==> config.mk <==
export PLATFORM = sky130hd
export DESIGN_NAME = gshare_branch_predictor
export DESIGN_NICKNAME = d
export VERILOG_FILES = /design/src/rtl/gshare_branch_predictor.sv
export SDC_FILE = /design/constraint.sdc
export NUM_CORES = 1
export LEC_CHECK = 0
export ABC_AREA = 1
export CORE_MARGIN = 5
export CORE_UTILIZATION = 50
export DETAILED_ROUTE_END_ITERATION = 6
export PLACE_DENSITY = 0.71
export SKIP_LAST_GASP = 1
export SLEW_MARGIN = 25
export SYNTH_ARGS = -nofsm -noshare
export SYNTH_HDL_FRONTEND = slang
export SYNTH_SLANG_ARGS = --single-unit
==> constraint.sdc <==
create_clock -name clk -period 6.05 [get_ports clk]
set_input_delay 0.9075 -clock clk [delete_from_list [all_inputs] [get_ports clk]]
set_output_delay 0.9075 -clock clk [all_outputs]
set_load 0.02 [all_outputs]
==> src/rtl/gshare_branch_predictor.sv <==
// gshare branch direction predictor: PHT of saturating counters indexed by
// PC ^ speculative global history, registered prediction, resolve-time
// training and history repair on mispredict. GHR_W = 0 gives a bimodal table.

// One PHT entry: a CTR_W-bit saturating counter. It also exposes the value it
// would take if trained this cycle so the top level can bypass it to a lookup.
module gshare_ctr_cell #(
    parameter int unsigned      CTR_W   = 2,
    parameter logic [CTR_W-1:0] RST_CTR = '0
) (
    input  logic             clk,
    input  logic             rst,
    input  logic             up_en_i,
    input  logic             up_taken_i,
    output logic [CTR_W-1:0] ctr_o,
    output logic [CTR_W-1:0] ctr_nxt_o
);
    localparam logic [CTR_W-1:0] CTR_MAX = '1;

    logic [CTR_W-1:0] ctr_q;

    // Saturating step toward the resolved direction; never wraps.
    always_comb begin
        ctr_nxt_o = ctr_q;
        if (up_taken_i) begin
            if (ctr_q != CTR_MAX) ctr_nxt_o = ctr_q + 1'b1;
        end else begin
            if (ctr_q != '0) ctr_nxt_o = ctr_q - 1'b1;
        end
    end

    // Counter state, trained only when this entry is addressed.
    always_ff @(posedge clk or posedge rst) begin
        if (rst)          ctr_q <= RST_CTR;
        else if (up_en_i) ctr_q <= ctr_nxt_o;
    end

    assign ctr_o = ctr_q;
endmodule

module gshare_branch_predictor #(
    parameter int unsigned CTR_W   = 2,
    parameter int unsigned IDX_W   = 6,
    parameter int unsigned GHR_W   = 6,
    parameter int unsigned RST_CTR = (1 << (CTR_W - 1)) - 1,
    localparam int unsigned GW     = (GHR_W > 0) ? GHR_W : 1
) (
    input  logic             clk,
    input  logic             rst,
    // lookup (fetch)
    input  logic             lk_valid,
    input  logic [31:0]      lk_pc,
    output logic             pr_valid,
    output logic             pr_taken,
    output logic [IDX_W-1:0] pr_idx,
    output logic [GW-1:0]    pr_ghr,
    // resolve (execute)
    input  logic             up_valid,
    input  logic [IDX_W-1:0] up_idx,
    input  logic             up_taken,
    input  logic             up_mispredict,
    input  logic [GW-1:0]    up_ghr
);
    localparam int unsigned DEPTH = 1 << IDX_W;

    logic [DEPTH-1:0][CTR_W-1:0] ctr;
    logic [DEPTH-1:0][CTR_W-1:0] ctr_nxt;

    logic [GW-1:0]    ghr_q;
    logic [IDX_W-1:0] ghr_ext;
    logic [IDX_W-1:0] lk_idx;
    logic [CTR_W-1:0] lk_ctr;
    logic             lk_pred;

    logic             pr_valid_q;
    logic             pr_taken_q;
    logic [IDX_W-1:0] pr_idx_q;
    logic [GW-1:0]    pr_ghr_q;

    // Only the word-aligned index bits of the PC feed the hash.
    logic unused_pc;
    assign unused_pc = ^{lk_pc[31:IDX_W+2], lk_pc[1:0]};

    // ------------------------------------------------------------------
    // Pattern history table
    // ------------------------------------------------------------------
    for (genvar e = 0; e < DEPTH; e++) begin : g_ent
        gshare_ctr_cell #(
            .CTR_W   (CTR_W),
            .RST_CTR (CTR_W'(RST_CTR))
        ) u_cell (
            .clk        (clk),
            .rst        (rst),
            .up_en_i    (up_valid && (up_idx == IDX_W'(e))),
            .up_taken_i (up_taken),
            .ctr_o      (ctr[e]),
            .ctr_nxt_o  (ctr_nxt[e])
        );
    end

    // ------------------------------------------------------------------
    // Lookup: hash with pre-edge history, bypass a same-cycle update so the
    // prediction never sees a stale counter.
    // ------------------------------------------------------------------
    assign ghr_ext = IDX_W'(ghr_q);
    assign lk_idx  = lk_pc[IDX_W+1:2] ^ ghr_ext;
    assign lk_ctr  = (up_valid && (up_idx == lk_idx)) ? ctr_nxt[up_idx] : ctr[lk_idx];
    assign lk_pred = lk_ctr[CTR_W-1];

    // ------------------------------------------------------------------
    // Global history register
    // ------------------------------------------------------------------
    if (GHR_W == 0) begin : g_no_ghr
        // Bimodal: no history, nothing to repair.
        logic unused_ghr;
        assign unused_ghr = ^{up_ghr, up_mispredict, lk_pred};
        assign ghr_q      = '0;
    end else begin : g_ghr
        logic [GW-1:0] ghr_d;
        logic [GW-1:0] ghr_spec;
        logic [GW-1:0] ghr_rec;

        if (GHR_W == 1) begin : g_w1
            logic unused_up_ghr;
            assign unused_up_ghr = up_ghr[0];
            assign ghr_spec      = lk_pred;
            assign ghr_rec       = up_taken;
        end else begin : g_wn
            // The oldest snapshot bit falls off the end on repair.
            logic unused_up_ghr;
            assign unused_up_ghr = up_ghr[GW-1];
            assign ghr_spec      = {ghr_q[GW-2:0], lk_pred};
            assign ghr_rec       = {up_ghr[GW-2:0], up_taken};
        end

        // Repair from the resolved branch wins over the speculative shift.
        always_comb begin
            ghr_d = ghr_q;
            if (up_valid && up_mispredict) ghr_d = ghr_rec;
            else if (lk_valid)             ghr_d = ghr_spec;
        end

        // History state.
        always_ff @(posedge clk or posedge rst) begin
            if (rst) ghr_q <= '0;
            else     ghr_q <= ghr_d;
        end
    end

    // ------------------------------------------------------------------
    // Registered prediction; payload holds while no lookup is issued.
    // ------------------------------------------------------------------
    // Prediction output register.
    always_ff @(posedge clk or posedge rst) begin
        if (rst) begin
            pr_valid_q <= 1'b0;
            pr_taken_q <= 1'b0;
            pr_idx_q   <= '0;
            pr_ghr_q   <= '0;
        end else begin
            pr_valid_q <= lk_valid;
            if (lk_valid) begin
                pr_taken_q <= lk_pred;
                pr_idx_q   <= lk_idx;
                pr_ghr_q   <= ghr_q;
            end
        end
    end

    assign pr_valid = pr_valid_q;
    assign pr_taken = pr_taken_q;
    assign pr_idx   = pr_idx_q;
    assign pr_ghr   = pr_ghr_q;
endmodule

# Word level (Yosys, flattened, before mapping)
# Index checks and enable logic that the tools add are counted.
word_totals:
  ff_bits: 148
  input_bits: 50
  out_inout_bits: 14
  wordCells: 659
op_classes:
  n_addsub: 128
  magnitude_cmp: 2
  eq_ne: 128
  n_mux: 199
  n_bitwise: 1
  reduce_logical: 132
ops:
  columns: ["cell", "count"]
  rows:
  - ["$mux 2", 195]
  - ["$eq 6x6->1 const B", 32]
  - ["$reduce_bool 2->1", 65]
  - ["$add 2x1->2 const B", 64]
  - ["$ne 2x2->1 const B", 64]
  - ["$sub 2x1->2 const B", 64]
  - ["$eq 6x5->1 const B", 16]
  - ["$logic_and 1x1->1", 66]
  - ["$eq 6x4->1 const B", 8]
  - ["$bmux 2 s6", 2]
  - ["$eq 6x3->1 const B", 4]
  - ["$lt 6x7->1 const B", 2]
  - ["$eq 6x2->1 const B", 2]
  - ["$mux 6", 2]
  - ["$eq 6x1->1 const B", 1]
  - ["$eq 6x6->1", 1]
  - ["$logic_not 6->1", 1]
  - ["$xor 6x6->6", 1]

# Longest topological paths before layout
# Gate-level depths: netlist of the first run.
depth:
  ltp_word: 8
  ltp_mapped: 15
  mapped_depth_nobuf: 13

# By module
# A second synthesis of the first run with hierarchy kept.
hier_totals:
  cells_unflattened: 1585
  hier_area_um2: 9639.2
modules_own_cells:
  columns: ["module", "n_inst", "cells_per_inst", "area_each_um2", "seq_area_each_um2"]
  rows:
  - ["gshare_ctr_cell", 64, 16, 106.4, 51.3]
  - ["gshare_branch_predictor", 1, 561, 2832.7, 500.5]

# Worst setup path before layout of the first run
# Ideal clock, no wire load.
synth_path:
  path_type: "input port to flip-flop"
  start: "input port up_taken"
  end: "register ghr_q[0], in the netlist ghr_ext[0]"
  setup_ps: 118
  t_arrival_ps: 2111
  t_required_ps: 5932
  path_slack_ps: 3821
  cell_stages: 13
  path_buffers: 3
  path_cell_list: "buf_6 buf_6 buf_2 nand2_1 o21ai_0 nand2_1 nand2_1 o21ai_0 nand2_1 o21ai_0 nand4_1 nand4_1 nand2_1"
synth_between:
  elab_chain_cells: 6
  elab_cells_between_ends: 69
  classes_between: "mux (69)"
synth_lines:
  columns: ["item", "line_no", "text"]
  rows:
  - ["from (decl)", "60", "input logic up_taken,"]
  - ["$mux 2", "25", "if (up_taken_i) begin"]
  - ["$bmux 2 s6", "107", "assign lk_ctr = (up_valid && (up_idx == lk_idx)) ? ctr_nxt[up_idx] : ctr[lk_idx];"]
  - ["$mux 2 (not written as such)", "107", null]
  - ["$mux 2", "107", null]
  - ["$mux 6", "140", "else if (lk_valid) ghr_d = ghr_spec;"]
  - ["$mux 6 (*)", "139", "if (up_valid && up_mispredict) ghr_d = ghr_rec;"]
  - ["to (signal assigned)", "146", "else ghr_q <= ghr_d;"]
  - ["to (decl)", "69", "logic [GW-1:0] ghr_q;"]
# Mark *: on every way between the ends. The rest lies on a longest branch, timed or not. The select of a mux whose other input is x is not followed.
# A chain may end at the register's enable or synchronous reset.

# Worst setup path in the final report of the first run
layout_path:
  start: "input port up_idx[1]"
  end: "register ghr_q[0], in the netlist ghr_ext[0]"
layout_between:
  elab_chain_cells: 5
  elab_cells_between_ends: 7
  classes_between: "eq/ne (1); mux (5); reduce/logical (1)"
layout_lines:
  columns: ["item", "line_no", "text"]
  rows:
  - ["from (decl)", "59", "input logic [IDX_W-1:0] up_idx,"]
  - ["$bmux 2 s6 or $eq 6x6->1 (tied branches)", "107", null]
  - ["$mux 2 (not written as such) or $logic_and 1x1->1 (tied branches)", "107", null]
  - ["$mux 2 (*)", "107", null]
  - ["$mux 6 (*)", "140", null]
  - ["$mux 6 (*)", "139", null]
# Marks and branches as above.

==> results of run 1 <==
layer usage:
layer,track usage [%],vias to the layer above
met1,33.1,3944
li1,-,4208
met3,5.31,53
met5,0,-
met4,8.64,0
met2,39.0,316
critical path: cells and delay by family:
family	cells	cell delay [ns]
buffers and inverters	2	1.09
AO/OA/AOI/OAI	1	0.34
AND/OR/NAND/NOR	8	1.21
cells by family after synthesis:
| family | count (synthesis) |
|---|---|
| buffers and inverters | 204 |
| AO/OA/AOI/OAI | 276 |
| AND/OR/NAND/NOR | 665 |
| flip-flops | 148 |
| XOR/XNOR | 4 |
registers in the layout, summed over array words and instances (netlist names):
register	cells
ghr_ext	6
pr_ghr	6
pr_taken	1
pr_idx	6
g_ent.u_cell.ctr_o	128
pr_valid	1
worst max path at each step:
stage / slack (ns) / endpoint
5_1_grt: 2.65 / ghr_ext[0]
4_1_cts: 2.91 / ghr_ext[0]
3_5_place_dp: 2.46 / ghr_ext[0]
6_report: 2.81 / ghr_ext[0]
3_3_place_gp: 2.50 / ghr_ext[0]
2_1_floorplan: 1.27 / g_ent[0].u_cell.ctr_o[1]
power groups by stage:
stage | Combinational (uW) | Sequential [uW] | Clock (uW)
after global routing | 936 | 1390 | 1080
after CTS | 818 | 1360 | 1050
after floorplan | 570 | 1370 | 0
final | 825 | 1370 | 1030
after detailed placement | 808 | 1370 | 0
after global placement | 790 | 1370 | 0
layout make-up:
| class | count | share of cell area, % |
|---|---|---|
| clock buffers | 20 | 4.75 |
| repair buffers | 42 | 4.10 |
| well taps | 225 | 2.86 |
| multi-input cells | 945 | 42.2 |
| clock inverters | 12 | 1.07 |
| flip-flops and latches | 148 | 38.5 |
| inverters | 170 | 6.54 |
per-stage QoR:
step	instances	util (%)	total power (uW)	hold slack (ns)
after floorplan	1297	-	1940	0.476
after global placement	1530	53.6	2160	0.457
after detailed placement	1530	53.6	2180	0.457
after CTS	1562	56.9	3230	0.473
after global routing	1562	57.0	3410	0.509
final	1562	57.0	3220	0.471
cell usage after synthesis (3+ instances only):
master	instances
or2_2	4
buf_4	4
nor2_1	161
dfrtp_1	84
buf_2	20
clkbuf_1	7
inv_2	3
nand3_1	94
a21oi_1	35
o211ai_1	11
nand2_1	395
o21ai_0	212
buf_6	3
a31oi_1	6
inv_1	165
o21ai_1	7
dfstp_2	64
nand4_1	5
==> run metrics, run 1 <==
flops & latches, synth=148; met3 WL=1.82 mm; Multi-input gate area=4150 um2; max-cap violation count=0; die footprint=20200 um2; Setup Skew=0.0116 ns; All-Layer GR Usage=24.5%; M1 WL=10.8 mm; Clock Pin Slew Worst Setup and Hold Paths=0.06 ns; via-per-instance ratio=5.46; period utilization=53.6%; number of synthesized flops with an enable pin=0; Final Cell Area=9830 um2; # diodes=0; largest family of logic cells by synthesized area=simple AND/OR/NAND/NOR gates; Rel. slew slack=37.5%; most frequent CP cell=nand2_1; commonest non-fill, non-tap cell in the layout=nand2_1; Initial DRC Count=737; Die Y=142 um; wire length per cell=15.4 um; cell area after synthesis=8740 um2; Hold Path Stages=2; FF-to-FF Start=ghr_ext[0]; Core Area=17200 um2; Mapped Cells=1297; worst-path cell chain=clkdlybuf4s50_1, nand2_1, clkinv_1, nand2_1, nand2_1, o21ai_0, nand4_1, nand2_1, nand4_1, nand4_1, nand2_1; Min-Delay Endpoint=pr_ghr[2]; largest net degree at the start of global routing=65; Reg2Reg Setup Slack=3.52 ns; H-tree levels=4; Final Wtd Congestion=0.932; CTS buffer count=17; mux share of post-synthesis cell area=0%; Pleak=0.00464 uW; DP Worst Slack=2.46 ns; reg2reg path depth=12; Final Critical Period=3.24 ns; Critical Path Fanout Max=9; CP required=6.37 ns; # IOs=64; Layout area overhead=12.4%; share of the synthesized area in the top cell type=24.0%; post-synthesis compound-gate area fraction=16.3%; clock power share=32.0%; via count=8521; Hold Path Class=register to register; Max stage delay cell, worst path=clkdlybuf4s50_1; Final setup viols=0; Final Hold Viols=0; Sink Count=148; DRT antenna net count=0; Sequential Area=3780 um2; Fillers=1614; Overflow after GRT=0; Worst R2R End=ghr_ext[0]; Final WS setup=2.81 ns; top post-synthesis cells by area=dfrtp_1 (24%), dfstp_2 (19%), nand2_1 (17%); HPWL Detailed=16.0 mm; Slew @ Worst Pin=0.937 ns; Cell Int Power=2110 uW; Max rail drop VDD=0.212 mV; WP data arrival=3.56 ns; Slew Limit Fails=0; setup_tns=0 ns; top cell type by total area after synthesis=dfrtp_1; Logic pwr share=25.6%; Final nets=1374; syn nets=1347; max incr delay on CP=0.60 ns; Clock Latency Late Sink=0.44 ns; commonest non-fill, non-tap cells in the layout=nand2_1 (395), o21ai_0 (212), inv_1 (164), nor2_1 (161), nand3_1 (94); switch share=34.4%; DRT Wirelength=24.0 mm; Setup CP Type=input pin to register; vias in the first global route=7988; share of layout cells above drive strength 1=8.75%; Top FF cell, synth=dfrtp_1; Synthesis Warnings=0; status=finished clean; drt pass-1 iters=5; Seq pwr share=42.4%; die width=142 um; Post-Synth Adder-Cell Area=0%; sequential area share after synthesis=43.3%; Rows=48; Post-DP Area=9240 um2; PD cells=328 nW/um2; fraction of registers with async set/reset=100%; Starting Density=50.7%; metal2 WL=10.9 mm; RSZ-0062 raised after global routing=false; XOR/XNOR share of the synthesized area=0.572%; Clock Path Buffers=2; first-pass GRT wire length=39.1 mm; Net Sw Power=1110 uW; Root Buffer=clkbuf_16; simple-gate share of the synthesized area=30.4%; Cell variety after synth=30; Port Buffers=36; Hold Buf Count CTS=0; Setup crit start kind=input pin; initial antenna violation count=0; top sig layer=met4; post-cts resize count=0; DRC=0; Post-Syn Area per Cell=6.74 um2; Worst Hold Launch=pr_ghr[2]; CP startpoint=up_idx[1]; fmax=309 MHz; Post-CTS Setup Inserts=0; TritonCTS clock tree=yes; Crit. End Element=register
Note: power is estimated with default switching activity, not from simulation.
==> run 2: changes to the inputs <==
clock period = 3.3 ns   (was 6.05 ns; I/O delays follow)
==> run metrics, run 2 (synthesized netlist as in run 1, its figures left out) <==
status=finished clean; RSZ-0062 raised after global routing=false; CTS buffer count=17 (unchanged); Starting Density=50.7% (unchanged); wire length per cell=15.0 um (-2.4%); commonest non-fill, non-tap cells in the layout=nand2_1 (395), o21ai_0 (212), inv_1 (164), nor2_1 (161), nand3_1 (94); PD cells=592 nW/um2 (+81%); Overflow after GRT=0 (unchanged); Hold Path Class=register to register; Logic pwr share=26.4% (+0.8 points); Pleak=0.00473 uW (+1.8%); # diodes=0 (unchanged); first-pass GRT wire length=39.5 mm (+0.79%); Port Buffers=36 (unchanged); busiest layer in global routing=met2; Final Critical Period=2.39 ns; max-cap violation count=0 (unchanged); DRT Wirelength=23.7 mm (-1.4%); Post-CTS Setup Inserts=0 (unchanged); vias in the first global route=8107 (+1.5%); Reg2Reg Setup Slack=1.14 ns (-2.38 ns); Worst Hold Launch=pr_ghr[2]; clock power share=31.3% (-0.7 points); GR Layer Usage met1=33.5% (+0.34 points); share of layout cells above drive strength 1=9.76% (+1.0 points); Setup crit start kind=input pin; HPWL Detailed=16.5 mm (+3.2%); commonest non-fill, non-tap cell in the layout=nand2_1; via count=8569 (+0.56%); via-per-instance ratio=5.43 (-0.46%); WP data arrival=2.70 ns (-0.86 ns); die footprint=20200 um2 (unchanged); met2 Resource Use GR=38.0% (-1.1 points); Hold Path Stages=2 (unchanged); period utilization=72.4%; setup_tns=0 ns (unchanged); Sink Count=148 (unchanged); Layout area overhead=14.0%; Root Buffer=clkbuf_16; die width=142 um (unchanged); Clock Latency Late Sink=0.43 ns (about the same); fmax=419 MHz; Setup CP Type=input pin to register; Critical Path Fanout Max=7 (-2); FF-to-FF Start=ghr_ext[0]; Cell Int Power=3860 uW (+83%); Post-DP Area=9410 um2 (+1.8%); Min-Delay Endpoint=pr_ghr[2]; TritonCTS clock tree=yes; drt pass-1 iters=5 (unchanged); Hold Buf Count CTS=0 (unchanged); Rel. slew slack=39.4% (+1.9 points); Final nets=1390 (+1.2%); Setup Skew=0.00698 ns (-0.00464 ns); met3 Usage GRT=5.68% (+0.37 points); Rows=48 (unchanged); Slew @ Worst Pin=0.907 ns (-0.0297 ns); Die Y=142 um (unchanged); reg2reg path depth=13 (+1); largest net degree at the start of global routing=75 (+15%); Slew Limit Fails=0 (unchanged); Clock Path Buffers=2 (unchanged); CP required=3.61 ns (-2.76 ns); DRT antenna net count=0 (unchanged); # IOs=64 (unchanged); Net Sw Power=2030 uW (+84%); Final setup viols=0 (unchanged); All-Layer GR Usage=24.4% (-0.069 points); Final Cell Area=9970 um2 (+1.4%); Initial DRC Count=727 (-1.4%); post-cts resize count=0 (unchanged); Worst R2R End=ghr_ext[0]; initial antenna violation count=0 (unchanged); Fillers=1607 (-0.43%); switch share=34.5% (+0.086 points); Final Hold Viols=0 (unchanged); Final Wtd Congestion=0.894 (-4.0%); max reg flops=128 (unchanged); Core Area=17200 um2 (unchanged); Seq pwr share=42.4% (about the same); DRC=0 (unchanged); Max rail drop VDD=0.457 mV (+120%); Crit. End Element=register; Clock Pin Slew Worst Setup and Hold Paths=0.07 ns (about the same); H-tree levels=4 (unchanged)
-- run 2: changes by cell type in the layout (fill, tap and decap cells not counted), sizes merged --
cell	delta
clkbuf	-1
buf	+16
clkinv	+2
inv	-1
-- run 2: through the flow --
stage | std cells | setup slack, ns | hold WS (ns) | power (uW) | utilization (%)
CTS | 1578 | 0.931 | 0.475 | 5900 | 57.8
floorplan | 1297 | 0.996 | 0.476 | 3550 | -
global placement | 1546 | 0.612 | 0.459 | 4000 | 54.6
global route | 1578 | 0.753 | 0.511 | 6260 | 57.8
detailed placement | 1546 | 0.577 | 0.458 | 4050 | 54.6
finish | 1578 | 0.911 | 0.471 | 5900 | 57.8
-- run 2: worst max path at each step --
stage | start | endpoint | cells past startpoint
floorplan | rst | g_ent[0].u_cell.ctr_o[1] | 1
global placement | up_idx[1] | ghr_ext[0] | 12
detailed placement | up_idx[1] | ghr_ext[0] | 12
CTS | up_idx[1] | ghr_ext[0] | 12
global route | up_idx[1] | ghr_ext[0] | 12
finish | up_idx[1] | ghr_ext[0] | 12
-- run 2: power groups by stage --
stage	Sequential, uW	Combinational (uW)	Clock (uW)
2_1_floorplan	2510	1040	0
3_3_place_gp	2510	1490	0
3_5_place_dp	2520	1530	0
4_1_cts	2500	1540	1870
5_1_grt	2550	1760	1940
6_report	2500	1550	1840
-- run 2: per-layer routing --
layer  vias up  routed length, um
li1       4232                  -
met1      3970              10500
met2       309              10500
met3        58               2050
met4         0                644
met5         -                  0
-- run 2: area by class of cell --
type / instances / area (um2) / area share [%]
sequential: 148 / 3780 / 38.0
inverter: 170 / 642 / 6.44
clock inverter: 13 / 111 / 1.12
tap: 225 / 282 / 2.82
clock buffer: 19 / 443 / 4.44
timing repair buffer: 58 / 573 / 5.75
multi-input combinational: 945 / 4130 / 41.5
-- run 2: critical path: stages --
cell and delay [ns]:
clkdlybuf4s50_1 0.58, inv_1 0.17, nor2_2 0.05, buf_4 0.18, nand2_1 0.08, nand2_1 0.08
o21ai_0 0.43, nand2_1 0.10, o21ai_0 0.16, nand4_1 0.18, nand4_1 0.11, nand2_1 0.07
